<file path="config.mk">
export PLATFORM = sky130hd
export DESIGN_NAME = mlp_collector_axis_bridge
export DESIGN_NICKNAME = d
export VERILOG_FILES = /design/src/rtl/mlp_collector_pkg.sv /design/src/rtl/collector_sync_fifo.sv /design/src/rtl/mlp_collector_axis_bridge.sv
export SDC_FILE = /design/constraint.sdc
export NUM_CORES = 1
export LEC_CHECK = 0
export BUFFER_PORTS_ARGS = -buffer_cell sky130_fd_sc_hd__buf_4
export CORE_MARGIN = 3
export CORE_UTILIZATION = 30
export DETAILED_ROUTE_END_ITERATION = 6
export PLACE_DENSITY = 0.44
export SETUP_SLACK_MARGIN = 0.3
export SLEW_MARGIN = 40
export SYNTH_ARGS = -nofsm -noshare
export SYNTH_HDL_FRONTEND = slang
export SYNTH_SLANG_ARGS = --single-unit
</file>
<file path="constraint.sdc">
create_clock -name clk -period 21.7 [get_ports clk]
set_input_delay 4.34 -clock clk [delete_from_list [all_inputs] [get_ports clk]]
set_output_delay 4.34 -clock clk [all_outputs]
set_load 0.01 [all_outputs]
</file>
<file path="src/rtl/mlp_collector_pkg.sv">
// mlp_collector_pkg: shared types and sizing for the collector-to-AXIS bridge.
//   state_t        bridge FSM states (RUN, DRAIN, DONE)
//   DATA_WIDTH_DEF default result word width
//   DEPTH_DEF      default local buffer depth
//   OCC_W_DEF      occupancy counter width for the default depth
//   occ_width()    occupancy width able to hold 0..depth
package mlp_collector_pkg;
    typedef enum logic [1:0] {ST_RUN, ST_DRAIN, ST_DONE} state_t;
    localparam int DATA_WIDTH_DEF = 64;
    localparam int DEPTH_DEF = 8;
    localparam int OCC_W_DEF = $clog2(DEPTH_DEF) + 1;
    function automatic int occ_width(input int depth);
        return $clog2(depth) + 1;
    endfunction
endpackage

</file>
<file path="src/rtl/collector_sync_fifo.sv">
// collector_sync_fifo: first-word-fall-through FIFO.
//   clk, reset (async, active-low)
//   i_push/i_din  write side; i_pop pops the head when not empty
//   o_dout        head word, zero while empty
//   o_full, o_empty, o_count  occupancy status
module collector_sync_fifo
    import mlp_collector_pkg::*;
#(
    parameter int WIDTH = DATA_WIDTH_DEF,
    parameter int DEPTH = DEPTH_DEF,
    localparam int CW = occ_width(DEPTH)
) (
    input  logic             clk,
    input  logic             reset,
    input  logic             i_push,
    input  logic [WIDTH-1:0] i_din,
    input  logic             i_pop,
    output logic [WIDTH-1:0] o_dout,
    output logic             o_full,
    output logic             o_empty,
    output logic [CW-1:0]    o_count
);
    localparam int AW = $clog2(DEPTH);
    logic [WIDTH-1:0] r_mem [DEPTH];
    logic [AW-1:0] r_rd;
    logic [AW-1:0] r_wr;
    logic [CW-1:0] r_count;
    logic w_push;
    logic w_pop;
    assign w_pop = i_pop & ~o_empty;
    // a pop in the same cycle frees the slot, so push-while-full is legal then
    assign w_push = i_push & (~o_full | w_pop);
    always_ff @(posedge clk or negedge reset) begin
        if (!reset) begin
            r_rd <= '0;
            r_wr <= '0;
            r_count <= '0;
        end else begin
            if (w_push) r_wr <= r_wr + AW'(1);
            if (w_pop) r_rd <= r_rd + AW'(1);
            r_count <= r_count + CW'(w_push) - CW'(w_pop);
        end
    end
    always_ff @(posedge clk) begin
        if (w_push) r_mem[r_wr] <= i_din;
    end
    assign o_empty = r_count == '0;
    assign o_full = r_count == CW'(DEPTH);
    assign o_dout = o_empty ? '0 : r_mem[r_rd];
    assign o_count = r_count;
endmodule

</file>
<file path="src/rtl/mlp_collector_axis_bridge.sv">
// mlp_collector_axis_bridge: drains the mlp_1 collector output FIFO into a local
// buffer and re-emits it as an AXI-Stream master, framing tlast every BURST_LEN
// words; flush closes a partial packet and acknowledges with flush_done.
//   clk, reset (async, active-low)
//   collector_ofifo_rdy/ren/rdata  upstream read port (rdata valid cycle after ren)
//   m_axis_tdata/tvalid/tlast/tready  stream master
//   flush (level), flush_done (one-cycle pulse)
//   stat_words, stat_stalls  only when MLP_COLLECTOR_STATS_EN is defined
module mlp_collector_axis_bridge
    import mlp_collector_pkg::*;
#(
    parameter int DATA_WIDTH = DATA_WIDTH_DEF,
    parameter int DEPTH = DEPTH_DEF,
    parameter int BURST_LEN = 4
) (
    input  logic                  clk,
    input  logic                  reset,
    input  logic                  collector_ofifo_rdy,
    output logic                  collector_ofifo_ren,
    input  logic [DATA_WIDTH-1:0] collector_ofifo_rdata,
    output logic [DATA_WIDTH-1:0] m_axis_tdata,
    output logic                  m_axis_tvalid,
    output logic                  m_axis_tlast,
    input  logic                  m_axis_tready,
    input  logic                  flush,
    output logic                  flush_done
`ifdef MLP_COLLECTOR_STATS_EN
    ,
    output logic [31:0]           stat_words,
    output logic [31:0]           stat_stalls
`endif
);
    localparam int CW = occ_width(DEPTH);
    localparam int BW = (BURST_LEN > 1) ? $clog2(BURST_LEN) : 1;
    state_t r_state;
    logic r_inflight;
    logic [BW-1:0] r_beat;
    logic [CW-1:0] w_count;
    logic w_empty;
    logic w_full;
    logic w_drain;
    logic w_zero;
    logic w_hs;
    collector_sync_fifo #(.WIDTH(DATA_WIDTH), .DEPTH(DEPTH)) u_fifo (
        .clk(clk),
        .reset(reset),
        .i_push(r_inflight),
        .i_din(collector_ofifo_rdata),
        .i_pop(m_axis_tready),
        .o_dout(m_axis_tdata),
        .o_full(w_full),
        .o_empty(w_empty),
        .o_count(w_count)
    );
    assign w_drain = r_state == ST_DRAIN;
    // the in-flight word already owns a slot, so it counts against the credit
    assign collector_ofifo_ren = reset & collector_ofifo_rdy & ~w_full & (r_state == ST_RUN)
                               & (int'(w_count) + int'(r_inflight) < DEPTH);
    // packet left open with nothing to send: close it with a zero-data word
    assign w_zero = w_drain & w_empty & ~r_inflight & (r_beat != '0);
    assign m_axis_tvalid = ~w_empty | w_zero;
    assign m_axis_tlast = m_axis_tvalid & ((r_beat == BW'(BURST_LEN - 1))
                        | (w_drain & ~r_inflight & ((w_count == CW'(1)) | w_empty)));
    assign w_hs = m_axis_tvalid & m_axis_tready;
    assign flush_done = r_state == ST_DONE;
    // beat == 0 outside DONE means the last accepted word carried tlast
    always_ff @(posedge clk or negedge reset) begin
        if (!reset) begin
            r_state <= ST_RUN;
            r_inflight <= 1'b0;
            r_beat <= '0;
        end else begin
            r_inflight <= collector_ofifo_ren;
            if (r_state == ST_DONE) r_beat <= '0;
            else if (w_hs) r_beat <= m_axis_tlast ? '0 : r_beat + BW'(1);
            r_state <= (r_state == ST_RUN) ? (flush ? ST_DRAIN : ST_RUN)
                     : (r_state == ST_DRAIN) ? ((w_empty & ~r_inflight & (r_beat == '0)) ? ST_DONE : ST_DRAIN)
                     : ST_RUN;
        end
    end
`ifdef MLP_COLLECTOR_STATS_EN
    logic [31:0] r_stat_words;
    logic [31:0] r_stat_stalls;
    always_ff @(posedge clk or negedge reset) begin
        if (!reset) begin
            r_stat_words <= '0;
            r_stat_stalls <= '0;
        end else begin
            if (w_hs) r_stat_words <= r_stat_words + 32'd1;
            if (m_axis_tvalid & ~m_axis_tready) r_stat_stalls <= r_stat_stalls + 32'd1;
        end
    end
    assign stat_words = r_stat_words;
    assign stat_stalls = r_stat_stalls;
`endif
endmodule

</file>
==> metrics list, run 1 <==
- For this run, the register share of the synthesized area comes to 0.7855.
* PD cells: 126.2 nW/um^2
- Along the worst hold path, the cell count comes to 1.
- Count of fill cells added during filler insertion: 6038
* Clock tree buffer depth: 3
- The synthesized netlist occupies a cell area of 20050 sq um.
- Static timing analysis puts the maximum clock frequency at 105.9 MHz.
* Level count of the clock H-tree: 2
- In this run the worst setup path begins at reset.
- Wires add up to 45.10 mm.
- Kind of start point of the critical path: input port
- The share of total power dissipated in combinational logic is 0.284.
- Number of failing setup endpoints in the final timing report: 0
- Commonest non-fill, non-tap cell in the layout: sky130_fd_sc_hd__edfxtp_1
* Total number of clock tree sinks: 527
- Endpoint of the worst hold-timing path: r_state[0]$_DFF_PN0_
- The worst setup path is of the in -> out kind.
- # port buffers: 136
- Slew of the pin with the lowest slew margin: 0.7866 ns
- Cell depth of the worst flop-to-flop path: 6
- Largest net degree at the start of global routing: 57
- Source-to-sink clock delay at the later pin of the worst-skew pair: 0.59 ns
- In the final design database the tool counted 1102 nets.
- Element type at the critical path end: output pin
- Post-layout instance area: 24130 sq um
- Synthesis inferred 527 register bits.
- Via total after detailed routing: 9075
* Number of DRC markers after the initial detailed-route iteration: 539
- Synthesis-to-layout area growth: 20.36%
* Die Outline Area: 69970 sq um
- Setup repair bufs after CTS: 0
- Die Width: 264.5 microns
- The number of clock buffers added by TritonCTS is 57.
* Final Max Slew Viols: 0
- HPWL Detailed: 24.26 mm
* Fraction of power spent switching nets: 0.2794
* Synth area leaders: sky130_fd_sc_hd__edfxtp_1 (77%), sky130_fd_sc_hd__mux4_2 (14%), sky130_fd_sc_hd__a22o_1 (2.8%)
- The Yosys step of the flow raised 0 warnings.
- Antenna violations before repair: 2
- In this run the cell area measured after placement is 22170 sq um.
* Root Buffer: sky130_fd_sc_hd__clkbuf_16
* Number of top-level pins: 137
- Mean Syn Cell Area: 23.81 sq um
- The initialized floorplan defines 94 standard-cell rows.
- Worst slew margin relative to its limit: 0.4733
- sky130_fd_sc_hd__edfxtp_1 takes more of the synthesized area than any other cell.
- At the worst endpoint, the required time is 17.36 ns.
- For this configuration, the core starts out at a cell density of 0.3039.
- The number of hold-slack violations in the final timing report was 0.
- Share of total power in the clock network: 0.329
- Share of post-route cells with drive strength above 1: 0.3624
* Cell-internal power: 0.002194 W
* Endpoint of the most critical register-to-register path: u_fifo.r_mem[7][28]$_DFFE_PP_
- Crit-path slowest cell: sky130_fd_sc_hd__nor3_1
- After synthesis, the netlist uses 41 different library cells.
- CP cell instances: buf_4 -> nand4_1 -> nor3_1 -> buf_4
- The most numerous cell type found on the critical path is sky130_fd_sc_hd__buf_4.
- The setup check on the worst reg-to-reg path leaves a slack of 18.68 ns.
* Clock-pin slew of the registers on the worst-case setup and hold paths: 0.06 ns
- The number of nets handed over by synthesis was 924.
- Of the post-synthesis cell area, the dominant cell type holds 0.7668.
- Counting I/O delays and the setup requirement, the final critical path takes 9.447 ns.
- Hold-fix buffer count after cts: 0
- TritonCTS built the clock tree.
- Worst setup skew after layout: 0.01077 ns
* DRC violation count after routing: 0
- Arrival time of data at the critical path endpoint: 5.11 ns
- RSZ-0062 raised after global routing: no
- Run status: finished clean
* Summed negative setup slack over all endpoints: 0 ns
- Core area: 65980 sq um
* Height of the die: 264.5 microns
- The first TritonRoute pass finished after 4 iterations.
- In the routed layout, each cell is associated on average with a via count of 4.692.
- Min-Delay Path Class: reg -> reg
* Top library cells by usage in the layout, fill and taps aside: sky130_fd_sc_hd__edfxtp_1 (512), sky130_fd_sc_hd__buf_4 (156), sky130_fd_sc_hd__mux4_2 (128)
- The count of nets left with antenna violations once routing finished came out at 0.
- Via count of the first global-routing pass: 10.08k
- In this run the worst path has a maximum fanout of 16.
- For this run, the total global-route usage over all layers was measured as 0.1296.
- The worst register-to-register path begins at u_fifo.o_count[2]$_DFF_PN0_.
- Max incr delay on CP: 0.25 ns
- Power spent charging and discharging nets: 0.0008509 W
* PostCTS Resize Cnt: 0
- Portion of total power attributed to sequential cells: 0.387
- The first global-routing pass estimated 66.90 mm of wire.
* Cells after synthesis: 842
* Source of the worst hold timing path: r_state[1]$_DFF_PN0_
- Max_cap viols: 0
- Dividing the final minimum period by the clock period gives 0.4354.
- Lkg Pwr: 7.908 nW
- Routability-driven placement finished with a final weighted congestion of 0.6720.
- After detailed routing, the average wire length per cell comes to 23.32 microns.
- Total overflow reported by the global router: 0
* Peak ir drop on the vdd network: 0.06794 mV
-- per-stage QoR --
step,instances,setup slack [ns],util,power (W),hold slack (ns)
3_5_place_dp,1825,12.23,0.3360,0.002098,0.5067
4_1_cts,1932,12.23,0.3657,0.003116,0.5206
6_report,1934,12.25,0.3657,0.003045,0.5129
5_1_grt,1933,12.15,0.3657,0.003204,0.5534
2_1_floorplan,842,10.26,-,0.001755,0.4670
3_3_place_gp,1825,12.24,0.3358,0.002097,0.5029
-- power by group through the flow --
stage                     clock [W]  combinational (W)  sequential (W)
final                       0.00100           0.000864         0.00118
after global routing        0.00108           0.000939         0.00119
after CTS                   0.00104           0.000898         0.00118
after detailed placement          0           0.000895         0.00120
after global placement            0           0.000894         0.00120
after floorplan                   0           0.000586         0.00117
-- synth_stat cells (all sizes together) --
library cell	n
a21o	1
a21oi	1
a22o	64
and2	3
and4	1
and4b	1
buf	31
clkbuf	11
dfrtp	15
edfxtp	512
fa	1
ha	12
inv	11
mux2	2
mux2i	2
mux4	128
nand2	4
nand2b	4
nand3	2
nand4	1
nor2	7
nor2b	1
nor3	6
nor3b	1
nor4	1
nor4b	1
o2111ai	2
o211ai	2
o21ai	4
or3b	3
xnor2	4
xor2	3
-- logic make-up (layout without fill, tap and decap cells) --
kind of cell    count (synthesis)  in the layout  synth area share
mux                           132            132            0.1459
simple gates                   36             36           0.01073
buf+inv                        53            279           0.01454
xor+xnor                        7              7          0.003058
fa+ha+maj                      13             13          0.008487
other cells                     0              2                 0
flops                         527            527            0.7855
compound gates                 74             74           0.03176
-- layer usage --
layer  vias up  track usage  wire length, microns
li1       3988            -                     -
met1      4858       0.1688                 19540
met2       172       0.2200                 22580
met3        57      0.03044                  2139
met4         0      0.03251                   845
met5         -            0                     0
-- worst max path at each step --
stage,endpoint,slack (ns),depth (start not counted)
finish,collector_ofifo_ren,12.25,4
global route,collector_ofifo_ren,12.15,4
CTS,collector_ofifo_ren,12.23,4
detailed placement,collector_ofifo_ren,12.23,4
global placement,collector_ofifo_ren,12.24,4
floorplan,u_fifo.r_mem[0][0]$_DFFE_PP_,10.26,3
-- cell type report --
type                       count  area (sq um)  area share
sequential                   527         15760      0.6530
multi-input combinational    262          4065      0.1685
clock buffer                  75          1546     0.06408
timing repair buffer         161          1227     0.05086
tap                          864          1081     0.04480
clock inverter                32         407.9     0.01690
inverter                      11         41.29    0.001711
antenna                        2         5.005   0.0002074
-- critical path: cells and delay by family --
kind / cells / cell delay, ns
buffers and inverters: 2 / 0.38
AND/OR/NAND/NOR: 2 / 0.37
-- sequential cells by signal, indices dropped and copies added, names as in the netlist --
register and count:
r_inflight 1, u_fifo.o_count 4, u_fifo.r_mem 512, r_state 2, u_fifo.r_wr 3, r_beat 2
u_fifo.r_rd 3
Power figures use the tool's default switching activity.
==> inputs of run 2 (changes only) <==
Settings changed: PLACE_DENSITY 0.44 to 0.46.
Clock period 21.7 ns to 7.6 ns, I/O delays scaled along.
==> run 2 against run 1 <==
Against the previous run: count of clock-buffer cells in the layout shrank 12; highest routed layer is now met5; total power grew to 2.8 times the previous value; worst hold slack gained 0.022 ns; core utilization about the same; critical endpoint is now m_axis_tdata[57]; clock power rose to 2.8 times the previous value.
==> metrics list, run 2 (synthesis results as in run 1) <==
- Peak ir drop on the vdd network: 0.1748 mV
- CTS built an H-tree with a depth of 2.
* Via count of the first global-routing pass: 10.13k
- Share of post-route cells with drive strength above 1: 0.3673
- Top library cells by usage in the layout, fill and taps aside: sky130_fd_sc_hd__edfxtp_1 (512), sky130_fd_sc_hd__buf_4 (154), sky130_fd_sc_hd__mux4_2 (128)
- The worst register-to-register path has a depth of 7.
- The worst setup path is of the reg -> out kind.
- Endpoint of the most critical register-to-register path: u_fifo.r_mem[1][35]$_DFFE_PP_
- TritonCTS Buffers: 57
- DRC violation count after routing: 0
- The library cell used most frequently in the layout, excluding fill and tap cells, is sky130_fd_sc_hd__edfxtp_1.
- Slew of the pin with the lowest slew margin: 0.8572 ns
* Net count of the finished layout: 1103
- PostCTS Resize Cnt: 0
* Number of DRC markers after the initial detailed-route iteration: 615
* Lkg Pwr: 7.898 nW
- Measured along the y axis, the die boundary spans 264.5 microns.
- Rows: 94
- Summed negative setup slack over all endpoints: 0 ns
- Hold-fix buffer count after cts: 0
* Final Max Slew Viols: 0
- Die Outline Area: 69970 sq um
* Core area: 65980 sq um
- # port buffers: 136
- Total number of clock tree sinks: 527
- Number of flip-flops under the largest register name: 512
- Data required time of the critical path: 6.08 ns
- The worst setup path is launched from a flop.
- Ranked by flip-flop count, first place goes to u_fifo.r_mem.
- In this run the worst setup path begins at u_fifo.o_count[2]$_DFF_PN0_.
* Total wire length after detailed routing: 44.78 mm
- TritonCTS built the clock tree.
* Aggregate global-route resource usage: 0.1295
* Arrival time of data at the critical path endpoint: 3.23 ns
* Reg-to-reg slack, setup: 4.41 ns
- Tcrit/Tclk final: 0.6244
* Number of detailed-route iterations in the first pass: 4
- From left edge to right edge, the die measures 264.5 microns.
- Max_cap viols: 0
* HPWL Detailed: 24.73 mm
- The number of antenna violations at the first check in global routing came to 3.
- Setup violations remaining at the end of the flow were counted as 0.
- In this run the deepest clock path goes through 3 buffers.
* Post-layout min period: 4.746 ns
* Initial standard-cell utilization of the core: 0.3039
- Min-Delay Path Class: reg -> reg
- Synthesis-to-layout area growth: 20.40%
* Root Buffer: sky130_fd_sc_hd__clkbuf_16
* Largest net degree at the start of global routing: 65
- 137 I/O pins were placed.
- Clock latency on the worst-skew pair, taken at its later pin, is 0.61 ns.
- Run status: finished clean
- RSZ-0062 raised after global routing: no
- In this run the worst setup path terminates at m_axis_tdata[57].
- PD cells: 356.5 nW/um^2
- Final weighted congestion of routability-driven global placement: 0.6700
- Total overflow reported by the global router: 0
* Hold Violations, Final: 0
- Once detail routing completed, the nets flagged for antenna violations numbered 0.
- The startpoint identified for the worst register-to-register timing path is u_fifo.o_count[2]$_DFF_PN0_.
* Achievable frequency: 210.7 MHz
- Once the clock tree was built, the setup fixing pass inserted 0 buffers.
* Element type at the critical path end: output pin
* Clock-pin slew of the registers on the worst-case setup and hold paths: 0.06 ns
* Via total after detailed routing: 9117
- Largest fanout on the critical path: 34
- Worst slew margin relative to its limit: 0.4260
- Average wire per standard cell: 23.14 microns
- Wire length of the first global-routing pass: 67.23 mm
* Worst setup skew after layout: 0.02036 ns
- Dividing the detail-routed via count by the number of cells gives 4.712.
- At the end of the flow the core is filled with cells to 0.3659.
run 2: cell count changes in the layout (fill, tap and decap cells not counted), moves of 3 or more:
cell / change
sky130_fd_sc_hd__clkbuf_1: -9
sky130_fd_sc_hd__clkinv_2: +7
sky130_fd_sc_hd__clkinv_1: +5
sky130_fd_sc_hd__buf_12: +3
sky130_fd_sc_hd__buf_6: -3
sky130_fd_sc_hd__bufinv_16: -3
run 2: how the worst min path moves through the flow:
stage	from	end	slack, ns	cells past startpoint
3_3_place_gp	r_state[1]$_DFF_PN0_	r_state[0]$_DFF_PN0_	0.50	1
3_5_place_dp	r_state[1]$_DFF_PN0_	r_state[0]$_DFF_PN0_	0.50	1
6_report	r_state[1]$_DFF_PN0_	r_state[0]$_DFF_PN0_	0.53	1
4_1_cts	r_state[1]$_DFF_PN0_	r_state[0]$_DFF_PN0_	0.54	1
5_1_grt	r_state[1]$_DFF_PN0_	r_state[0]$_DFF_PN0_	0.55	1
2_1_floorplan	u_fifo.r_rd[2]$_DFFE_PN0P_	u_fifo.r_rd[2]$_DFFE_PN0P_	0.47	1
run 2: per-layer routing:
metal	wire length (microns)	track usage	part of all wire
met4	1084	0.03941	0.024
met1	19250	0.1704	0.43
met2	22330	0.2180	0.50
met5	32	0	0.00071
met3	2079	0.02608	0.046
run 2: worst max-delay path: stages, from the launching register on:
cell	delay (ns)
sky130_fd_sc_hd__dfrtp_1	0.37
sky130_fd_sc_hd__inv_1	0.09
sky130_fd_sc_hd__ha_1	0.25
sky130_fd_sc_hd__or3b_4	0.27
sky130_fd_sc_hd__and2_4	0.51
sky130_fd_sc_hd__buf_4	0.58
sky130_fd_sc_hd__a22o_1	0.32
sky130_fd_sc_hd__buf_4	0.16
run 2: per-stage QoR:
step	cells	setup slack (ns)	power [W]	hold slack [ns]	area [sq um]
floorplan	842	0.6953	0.005010	0.4670	20060
global placement	1822	3.148	0.005987	0.4970	22150
detailed placement	1826	3.366	0.006011	0.5038	22240
CTS	1934	2.720	0.008803	0.5369	24140
global route	1934	2.653	0.009054	0.5546	24140
finish	1935	2.854	0.008606	0.5349	24140
run 2: layout make-up:
| type | instances | area (sq um) |
|---|---|---|
| clock buffer | 63 | 1449 |
| multi-input combinational | 262 | 4080 |
| fill | 6007 | 41840 |
| tap | 864 | 1081 |
| antenna | 1 | 2.502 |
| timing repair buffer | 162 | 1282 |
| clock inverter | 45 | 446.7 |
| inverter | 11 | 41.29 |
| sequential | 527 | 15760 |
run 2: power breakdown:
part	total, W	switching [W]	internal, W
clock network	0.00276	0.00114	0.00162
logic	0.00251	0.00123	0.00128
registers	0.00334	0.0000971	0.00324
total	0.00861	0.00247	0.00614
==> inputs of run 3 (changes only) <==
Settings changed: ABC_AREA from default to 1.
Clock period 7.6 ns to 3.8 ns, I/O delays scaled along.
==> run 3 against run 2 <==
Against the previous run: global-route usage increased by 1.3 points; final area increased by 3.5%; count of clock-buffer cells in the layout increased by 5; flip-flop and latch count unchanged; register-to-register slack got worse by 3.2 ns; critical path type unchanged; critical endpoint is now m_axis_tdata[47]; largest cell class unchanged; highest routed layer is now met4.
==> metrics list, run 3 <==
- Run status: finished clean
- After global routing the overflow that remains totals 0.
* Number of failing setup endpoints in the final timing report: 0
- 0 antenna diodes ended up in the layout.
- Largest fanout on the critical path: 57
- The via count of the first global-routing pass is 12.78k.
- Most used standard cell by instance count after synthesis: sky130_fd_sc_hd__edfxtp_1
* Via total after detailed routing: 12.90k
- Number of distinct library cell variants in the gate-level netlist after synthesis: 25
- Slew of the pin with the lowest slew margin: 0.7406 ns
* RSZ-0062 raised after global routing: no
* Die Outline Area: 73120 sq um
- The Yosys step of the flow raised 0 warnings.
- For this design the static power due to leakage is 8.521 nW.
- Post-layout instance area: 24990 sq um
- After detailed routing, the number of remaining DRC violations is 0.
- u_fifo.r_mem holds more flip-flops than any other register.
- Total wire length after detailed routing: 53.31 mm
- The register with the most flip-flops in the layout has 512 of them.
- Achievable frequency: 300.9 MHz
* Share of post-route cells with drive strength above 1: 0.1463
- Summed over all instances, the cell type with the most area after synthesis is sky130_fd_sc_hd__edfxtp_1.
- The number of pins with negative max-slew slack in the final report is 0.
- Of the total power, registers draw 0.359.
* Average wire per standard cell: 19.54 microns
- At the worst endpoint, the required time is 3.04 ns.
- Share of Yosys cell area claimed by the top area cell type: 0.7330
- Max_cap viols: 0
- In the global route stage, overall resource usage came out at 0.1428.
* CP cell instances: inv_8 -> buf_4 -> o21ai_0 -> o22ai_1 -> nor2_1 -> nor2_1 -> buf_4
- Main synth FF type: sky130_fd_sc_hd__edfxtp_1
* Wire length of the first global-routing pass: 80.16 mm
- The HPWL after detailed placement is 27.23 mm.
- Synthesis handed over a netlist of 1630 instances.
* Post-synth top cells: sky130_fd_sc_hd__edfxtp_1 (512), sky130_fd_sc_hd__nor2_1 (462), sky130_fd_sc_hd__o21ai_0 (261)
- Flop and latch count out of synthesis: 527
* Total number of clock tree sinks: 527
* Number of top-level pins: 137
- Reg area: 15760 sq um
- Worst setup skew after layout: 0.01139 ns
- Clock latency on the worst-skew pair, taken at its later pin, is 0.59 ns.
- EDFF count, synth: 512
* Die Width: 270.4 microns
- Level count of the clock H-tree: 2
* PD cells: 752.9 nW/um^2
* Min-Delay Path Class: in -> reg
* Height of the die: 270.4 microns
* Synth area leaders: sky130_fd_sc_hd__edfxtp_1 (73%), sky130_fd_sc_hd__nor2_1 (8.3%), sky130_fd_sc_hd__o21ai_0 (6.2%)
- # port buffers: 136
- Of the total power, the clock network draws 0.297.
- Arrival time of data at the critical path endpoint: 2.56 ns
* Root Buffer: sky130_fd_sc_hd__clkbuf_16
- Net count of the finished layout: 1837
* Core area: 68950 sq um
- Of the total power, the share spent switching nets is 0.3442.
- Power spent charging and discharging nets: 0.006475 W
- Counting the fill cells in the layout gives 6750.
- The cell area that synthesis handed to floorplanning was 20970 sq um.
* Mapped Nets: 1712
- Top library cells by usage in the layout, fill and taps aside: sky130_fd_sc_hd__edfxtp_1 (512), sky130_fd_sc_hd__nor2_1 (454), sky130_fd_sc_hd__o21ai_0 (261)
- Post-layout min period: 3.324 ns
- Mean Syn Cell Area: 12.87 sq um
* Combinational share of power: 0.344
- TritonCTS built the clock tree.
- Setup repair bufs after CTS: 0
- Routability-driven placement finished with a final weighted congestion of 0.7262.
* Crit-path slowest cell: sky130_fd_sc_hd__dfrtp_4
- Worst Path Class, Setup: reg -> out
* Initial standard-cell utilization of the core: 0.3042
* Non-filler instance count after layout: 2729
- Counting both buffers and inverters, the worst setup path holds a total of 3.
* Worst slew margin relative to its limit: 0.5063
- Hold Violations, Final: 0
* Clock tree buffer depth: 3
- Peak ir drop on the vdd network: 0.5874 mV
- Counting the buffers created by CTS gives 55.
- Dividing the detail-routed via count by the number of cells gives 4.726.
- DP Area: 23090 sq um
- In the final layout, the multi-input gates occupy 4627 sq um.
* Synthesis-to-layout area growth: 19.13%
* Critical path's top delay family: buffers and inverters
- For this run, the register share of the synthesized area comes to 0.7509.
- Number of DRC markers after the initial detailed-route iteration: 794
- On the worst path, the slowest cell contributes a delay of 0.53 ns.
* Largest net degree at the start of global routing: 119
- Number of detailed-route iterations in the first pass: 5
- Clock-pin slew was measured on the worst setup and hold paths at 0.06 ns.
* Cell-internal power: 0.01233 W
- Residual antenna-violating net count after detailed routing: 0
* Ys async rst share: 0.02846
* Commonest non-fill, non-tap cell in the layout: sky130_fd_sc_hd__edfxtp_1
* Kind of start point of the critical path: flop
- After detailed placement, the design holds a cell count of 2628.
* Element type at the critical path end: output pin
- The number of antenna violations at the first check in global routing is 0.
- After floorplanning, the core was divided into 96 placement rows.
- In the finished design, the share of the clock period the worst path needs comes to 0.8747.
-- run 3: stage by stage --
step / utilization / setup WS [ns] / power [W] / hold slack, ns / TNS (ns)
CTS: 0.3622 / 0.3479 / 0.01916 / 0.3553 / 0
detailed placement: 0.3349 / 0.9558 / 0.01353 / 0.5216 / 0
floorplan: - / -0.6194 / 0.01086 / 0.4644 / -237.45
global placement: 0.3349 / 0.9335 / 0.01348 / 0.5154 / 0
global route: 0.3624 / 0.3057 / 0.02006 / 0.3693 / 0
finish: 0.3624 / 0.4762 / 0.01881 / 0.3993 / 0
-- run 3: final timing paths --
path | slack, ns | end | depth (start not counted) | start
setup / recovery | 0.48 | m_axis_tdata[47] | 7 | u_fifo.r_rd[0]$_DFFE_PN0P_
hold reg to reg | 0.54 | u_fifo.r_wr[2]$_DFFE_PN0P_ | 2 | u_fifo.r_wr[2]$_DFFE_PN0P_
setup reg to reg | 1.21 | u_fifo.r_mem[7][43]$_DFFE_PP_ | 10 | u_fifo.o_count[2]$_DFF_PN0_
min in group asynchronous | 0.56 | r_beat[0]$_DFFE_PN0P_ | 2 | reset
max in group asynchronous | 3.02 | u_fifo.r_rd[0]$_DFFE_PN0P_ | 2 | reset
hold / removal | 0.40 | u_fifo.r_mem[5][21]$_DFFE_PP_ | 1 | collector_ofifo_rdata[21]
-- run 3: power by group through the flow --
stage	combinational (W)	clock [W]	sequential (W)
after global routing	0.00734	0.00596	0.00676
after floorplan	0.00414	0	0.00672
after CTS	0.00668	0.00573	0.00674
after detailed placement	0.00666	0	0.00686
after global placement	0.00662	0	0.00686
final	0.00648	0.00558	0.00675
-- run 3: cell type report --
type                            instances  share of cell area
Clock inverter                         32             0.01618
Inverter                               24            0.003906
Clock buffer                           68             0.05874
Multi-Input combinational cell        974              0.1852
Timing Repair Buffer                  173             0.05854
Tap cell                              931             0.04662
Sequential cell                       527              0.6308
-- run 3: per-layer routing --
layer	track usage	vias to the layer above	wire, microns
met5	0	-	0
met4	0.04046	0	1069
met3	0.02381	70	2034
met2	0.2444	221	26410
met1	0.1870	6461	23800
li1	-	6144	-
-- run 3: cell families (layout without fill, tap and decap cells) --
| family | after synthesis | after routing | share of synthesized area |
|---|---|---|---|
| xor gates and xnor gates | 5 | 5 | 0.002088 |
| and+or+nand+nor | 566 | 566 | 0.1024 |
| adders and majority gates | 13 | 13 | 0.008113 |
| buffers and inverters | 129 | 297 | 0.03191 |
| AOI/OAI and AO/OA | 390 | 390 | 0.1045 |
| DFF | 527 | 527 | 0.7509 |
-- run 3: timing repair --
action / CTS / global route
hold buffers: 1 / 0
gates resized for setup: 1 / 3
hold endpoints to repair: 14 / 0
setup endpoints to repair: 2 / 10
